[src/rtl/dm_arbiter.sv]
// rtl/dm_arbiter.sv - two-port arbiter in front of a shared single-cycle data memory
//
// Purpose:
//   Ports a and b issue load/store commands to one shared data memory. Each
//   clock edge the arbiter picks at most one pending command and latches it
//   into a single command slot. The slot drives the memory for exactly one
//   ACCESS cycle. The owner gets a one-cycle rvalid in the following cycle,
//   with read data (0 for writes and rejected commands) and an error flag.
//   Commands with an illegal type or a misaligned address are flagged when
//   they are latched and never write memory.
//
// Ports:
//   clk, reset        rising-edge clock, synchronous active-high reset
//   x_req, x_we       request / write enable, x in {a, b}
//   x_type [2:0]      000 word, 010/011 half, 100/101 byte,
//                     110 word-left, 111 word-right, 001 illegal
//   x_addr/wd/pc      byte address, write data, issuing pc (32 bits each)
//   x_gnt             high for the single ACCESS cycle serving port x
//   x_rvalid, x_err   one-cycle response pulse and its error flag
//   x_rdata [31:0]    response data, held until port x's next rvalid
//   dm_we/type/addr/wd/pc   memory command, all zero while IDLE
//   dm_rd [31:0]      combinational memory read data for dm_addr
//
// Parameter:
//   WIDTH             address width of the memory behind dm_*; addresses
//                     are forwarded at full 32 bits and the memory decodes
//                     what it needs
//
// Build option:
//   DM_ARB_ROUND_ROBIN_EN  defined: a tie goes to the port not granted most
//                          recently. Undefined: a tie always goes to port a.

module dm_arbiter #(
   parameter int WIDTH = 12
) (
   input  logic        clk,
   input  logic        reset,

   input  logic        a_req,
   input  logic        a_we,
   input  logic [2:0]  a_type,
   input  logic [31:0] a_addr,
   input  logic [31:0] a_wd,
   input  logic [31:0] a_pc,
   output logic        a_gnt,
   output logic        a_rvalid,
   output logic        a_err,
   output logic [31:0] a_rdata,

   input  logic        b_req,
   input  logic        b_we,
   input  logic [2:0]  b_type,
   input  logic [31:0] b_addr,
   input  logic [31:0] b_wd,
   input  logic [31:0] b_pc,
   output logic        b_gnt,
   output logic        b_rvalid,
   output logic        b_err,
   output logic [31:0] b_rdata,

   output logic        dm_we,
   output logic [2:0]  dm_type,
   output logic [31:0] dm_addr,
   output logic [31:0] dm_wd,
   output logic [31:0] dm_pc,
   input  logic [31:0] dm_rd
);

   typedef enum logic {
      IDLE   = 1'b0,
      ACCESS = 1'b1
   } state_t;

   // The command slot. type/addr/wd/pc live directly in the dm_* output
   // registers; they are zeroed whenever no command is latched, so the
   // memory bus reads all zero in IDLE without extra gating.
   state_t      state;
   logic        owner_b;      // 0 = slot belongs to port a, 1 = port b
   logic        slot_we;      // requested write, kept separately from dm_we
   logic        slot_err;     // command rejected at latch time

   logic        a_elig;
   logic        b_elig;
   logic        win_valid;
   logic        win_b;
   logic        tie_pick_b;
   logic        win_we;
   logic [2:0]  win_type;
   logic [31:0] win_addr;
   logic [31:0] win_wd;
   logic [31:0] win_pc;
   logic        win_err;
   logic [31:0] resp_data;

   if (WIDTH < 1 || WIDTH > 32) begin : g_width_beyond_bus
      // A WIDTH outside 1..32 is the memory's concern; the bus stays 32 bits.
   end

   // Illegal type, or an address not aligned to the access size. The
   // word-left/right and byte forms accept any address.
   function automatic logic cmd_illegal(input logic [2:0] cmd_type,
                                        input logic [1:0] addr_lo);
      logic bad;
      case (cmd_type)
         3'b001:         bad = 1'b1;
         3'b000:         bad = (addr_lo != 2'b00);
         3'b010, 3'b011: bad = addr_lo[0];
         default:        bad = 1'b0;
      endcase
      return bad;
   endfunction

   always_comb begin
      // The port holding the slot this cycle is still presenting the command
      // being served; its req is not a new request until gnt has been seen.
      a_elig    = a_req & ~a_gnt;
      b_elig    = b_req & ~b_gnt;
      win_valid = a_elig | b_elig;
      win_b     = (a_elig & b_elig) ? tie_pick_b : b_elig;

      win_we    = win_b ? b_we   : a_we;
      win_type  = win_b ? b_type : a_type;
      win_addr  = win_b ? b_addr : a_addr;
      win_wd    = win_b ? b_wd   : a_wd;
      win_pc    = win_b ? b_pc   : a_pc;
      win_err   = cmd_illegal(win_type, win_addr[1:0]);

      // Read data is sampled from the memory during ACCESS; writes and
      // rejected commands answer with zero.
      resp_data = (slot_we | slot_err) ? 32'h0 : dm_rd;
   end

`ifdef DM_ARB_ROUND_ROBIN_EN
   // Last granted port; starts at b so that a wins the first tie.
   logic last_b;

   always_ff @(posedge clk) begin
      if (reset) begin
         last_b <= 1'b1;
      end else if (win_valid) begin
         last_b <= win_b;
      end
   end

   assign tie_pick_b = ~last_b;
`else
   assign tie_pick_b = 1'b0;
`endif

   always_ff @(posedge clk) begin
      if (reset) begin
         // A command caught in ACCESS is dropped here: no rvalid follows it.
         state    <= IDLE;
         owner_b  <= 1'b0;
         slot_we  <= 1'b0;
         slot_err <= 1'b0;
         a_gnt    <= 1'b0;
         b_gnt    <= 1'b0;
         dm_we    <= 1'b0;
         dm_type  <= 3'b000;
         dm_addr  <= 32'h0;
         dm_wd    <= 32'h0;
         dm_pc    <= 32'h0;
         a_rvalid <= 1'b0;
         b_rvalid <= 1'b0;
         a_err    <= 1'b0;
         b_err    <= 1'b0;
         a_rdata  <= 32'h0;
         b_rdata  <= 32'h0;
      end else begin
         // Response for the command leaving the slot at this edge.
         a_rvalid <= (state == ACCESS) && !owner_b;
         b_rvalid <= (state == ACCESS) &&  owner_b;
         a_err    <= (state == ACCESS) && !owner_b && slot_err;
         b_err    <= (state == ACCESS) &&  owner_b && slot_err;
         if (state == ACCESS) begin
            if (owner_b) begin
               b_rdata <= resp_data;
            end else begin
               a_rdata <= resp_data;
            end
         end

         // Next occupant of the slot.
         if (win_valid) begin
            state    <= ACCESS;
            owner_b  <= win_b;
            slot_we  <= win_we;
            slot_err <= win_err;
            a_gnt    <= ~win_b;
            b_gnt    <= win_b;
            dm_we    <= win_we & ~win_err;
            dm_type  <= win_type;
            dm_addr  <= win_addr;
            dm_wd    <= win_wd;
            dm_pc    <= win_pc;
         end else begin
            state    <= IDLE;
            owner_b  <= 1'b0;
            slot_we  <= 1'b0;
            slot_err <= 1'b0;
            a_gnt    <= 1'b0;
            b_gnt    <= 1'b0;
            dm_we    <= 1'b0;
            dm_type  <= 3'b000;
            dm_addr  <= 32'h0;
            dm_wd    <= 32'h0;
            dm_pc    <= 32'h0;
         end
      end
   end

endmodule

[config.mk]
export PLATFORM = sky130hd
export DESIGN_NAME = dm_arbiter
export DESIGN_NICKNAME = d
export VERILOG_FILES = /design/src/rtl/dm_arbiter.sv
export SDC_FILE = /design/constraint.sdc
export NUM_CORES = 1
export LEC_CHECK = 0
export CAP_MARGIN = 20
export CORE_AREA = 2 2 158 160
export CTS_BUF_LIST = sky130_fd_sc_hd__clkbuf_2
export CTS_CLUSTER_DIAMETER = 30
export DETAILED_ROUTE_END_ITERATION = 6
export DIE_AREA = 0 0 160 162
export PLACE_DENSITY_LB_ADDON = 0.15
export SLEW_MARGIN = 10
export SYNTH_ARGS = -nofsm -noshare
export SYNTH_HDL_FRONTEND = slang
export SYNTH_SLANG_ARGS = --single-unit
[constraint.sdc]
create_clock -name clk -period 1.9 [get_ports clk]
set_clock_uncertainty 0.15 [all_clocks]
set_input_delay 0.57 -clock clk [delete_from_list [all_inputs] [get_ports clk]]
set_output_delay 0.57 -clock clk [all_outputs]
set_load 0.005 [all_outputs]
==> qor.yml <==
run_status:
  status: "finished, violations left"
  violations: "negative setup slack"
synth:
  netlist.area_leader.share: 0.608
  synth.distinct_cells: 27
  ys_async_sr_fraction: 0
  synth_area_um2: 5690
  ys_seq_area_frac: 0.608
  syn-num-nets: 790
  yosys.area.top_type: "dfxtp_1"
  netlist_instances: 554
  synth_most_common_cell: "dfxtp_1"
  avgSynthCellArea_um2: 10.3
  ys.warnings.count: 0
  synth_common_cells: "dfxtp_1, a22o_1, a21oi_1, nand3_1, nand2_1"
  synthTopCellsByArea: "dfxtp_1, a22o_1, a21oi_1"
  ys_ff_latch: 173
  ys.flop_type: "dfxtp_1"
  synth_edf_count: 0
critical_path:
  crit_chain: "buf_6"
  critPathArrivalTime_ps: 1230
  crit_required_ps: 1180
  cp_max_fo: 2
  worstReg2RegStart: "owner_b"
  critical_path_buf_inv_count: 1
  crit_type: "reg -> out"
  slowest_stage: "dfxtp_2"
  critPathLaunch: "b_rdata[22]"
  crit_family: "flip-flops"
  setup.worst_path.end_class: "output pin"
  cp-start-kind: "flip-flop"
  cp_slowest_stage_delay_ps: 400
run:
  maxCapViolations: 0
floorplanning:
  pin_count: 406
  start_util: 0.236
  dieWidth_um: 160
  die-area_um2: 25900
  fp.dieH_um: 162
  num_rows: 57
  core_um2: 24100
drt:
  routed-via-count: 5678
  wl_per_cell_um: 18.0
  routed_wl_um: 23400
  drt_first_iter_violations: 299
  ant_nets: 0
  drc: 0
  viasPerCell: 4.38
  drt-pass1-iter-count: 4
placement:
  dp_hpwl_um: 17600
  dp_cells: 1260
  pre_cts_ws_ps: -299
  gp_congestion: 0.825
  portBuffers: 405
  placed_cell_area_um2: 10300
sta:
  tightest_slew_ps: 435
  timing.final.crit_share: 1.03
  period_needed_ps: 1950
  rsz0062_at_grt: "yes"
  fmax_mhz: 513
  setup_ws_ps: -49.8
  setup_viol: 125
  slew_headroom: 0.703
  slew_violations: 0
  hold_viol: 0
global_route:
  grt_max_degree: 70
  grt_pass1_wl_um: 34100
  grt_use_total: 0.173
  grt_pass1_vias: 5686
  grt_overflow_total: 0
  grt_antenna_before_repair: 6
cts:
  clock-root-buffer: "clkbuf_2"
  cts_sinks: 173
  clk_pin_slew_ps: 270
  cts_buffers: 17
  ctsHoldBuffers: 0
  h-tree-depth: 4
  clock_latency_ps: 700
  cts_buffer_depth: 2
  cts_tree: "yes"
power:
  peakVddDrop_mv: 0.415
  p_sw_mw: 1.98
  leakage_nw: 4.29
  p_clk_frac: 0.299
  p_int_mw: 5.60
  power_density_nw_per_um2: 734
  sw_frac_of_total: 0.261
  combPwrFrac: 0.183
  power_mw: 7.58
  p_seq_frac: 0.519
layout:
  design_area_um2: 10300
  fin_nets: 1192
  area.sequential_um2: 3590
  fin_cells: 1297
  area_growth_syn_to_layout_pct: 81.4
  multiInputGateArea_um2: 1970
  post_route_cells_drive_above_1_share: 0.351
  fillers: 2469
hold_path:
  hold_path_class: "in -> reg"
  hold_start: "reset"
[power by group through the flow]
stage	registers, mW	logic, mW	clock network, mW
final	3.93	1.38	2.26
after global routing	3.95	1.48	2.51
after CTS	3.93	1.39	2.38
after detailed placement	3.97	1.50	0
after global placement	3.97	1.50	0
after floorplan	3.99	0.378	0
[metal layers]
| metal | part of all wire | GRT usage |
|---|---|---|
| met4 | 0.025 | 0.0606 |
| met3 | 0.082 | 0.0720 |
| met5 | 0.0012 | 0 |
| met2 | 0.52 | 0.319 |
| met1 | 0.37 | 0.176 |
[cell families after synthesis]
kind of cell / share of synthesized area
compound gates: 0.220
flops: 0.608
simple gates: 0.124
buf+inv: 0.0475
[area by class of cell]
cell class | instances | area share
sequential | 173 | 0.348
timing repair buffer | 434 | 0.393
multi-input combinational | 327 | 0.191
tap | 324 | 0.0393
clock buffer | 18 | 0.00872
antenna | 5 | 0.00121
inverter | 3 | 0.00109
clock inverter | 13 | 0.0182
[worst reg2reg max path, stage by stage, from the launching register on]
cell	delay (ps)
dfxtp_2	380
buf_4	150
nand2b_4	160
nor3_4	260
buf_12	300
a22o_1	240
[repair_timing]
item                                    CTS  global route
gates cloned                              0             0
endpoints found under the setup margin  170           170
resized for setup                       842            29
endpoints found under the hold margin     0             0
setup buffers                             1             0
pin swaps                                 0             0
[flip-flops by register name (all words and copies together) (netlist names), 3 cells and up]
register / count
a_rdata: 32
b_rdata: 32
dm_addr: 32
dm_pc: 32
dm_wd: 32
dm_type: 3
[metrics by stage]
step | hold WS, ps | setup TNS, ps | utilization
2_1_floorplan | 298 | 0 | -
3_3_place_gp | 291 | -21770 | 0.426
3_5_place_dp | 296 | -23860 | 0.426
4_1_cts | 45.3 | -22990 | 0.422
5_1_grt | 35.9 | -29110 | 0.428
6_report | 143 | -3100 | 0.428
[placed cells by master, fill, tap and decap left out, types with 2 or more instances in the layout]
cell             synthesis  final
buf_2                   18     95
clkinvlp_4               0      2
o21ai_0                  5      5
o21bai_1                 2      2
nand2_1                 65     65
dfxtp_1                173     69
buf_12                   0     13
buf_4                   12     16
dfxtp_2                  0    104
buf_6                    0     76
inv_1                    3      3
clkdlybuf4s50_1          0    234
nand2b_1                 3      3
nor2_1                   6      5
a22o_1                  94     94
diode_2                  0      5
clkbuf_2                 0     18
inv_6                    0      4
a21oi_1                 69     69
bufinv_16                0      4
nor2_4                   0      2
nand3_1                 69     69
[worst paths after layout]
path	to	cells past startpoint	slack, ps
setup / recovery	b_rdata[22]	1	-50
hold / removal	a_gnt	3	140
setup reg to reg	dm_addr[21]	5	240
hold reg to reg	b_rdata[10]	2	320
(Power assumes the default switching activity.)
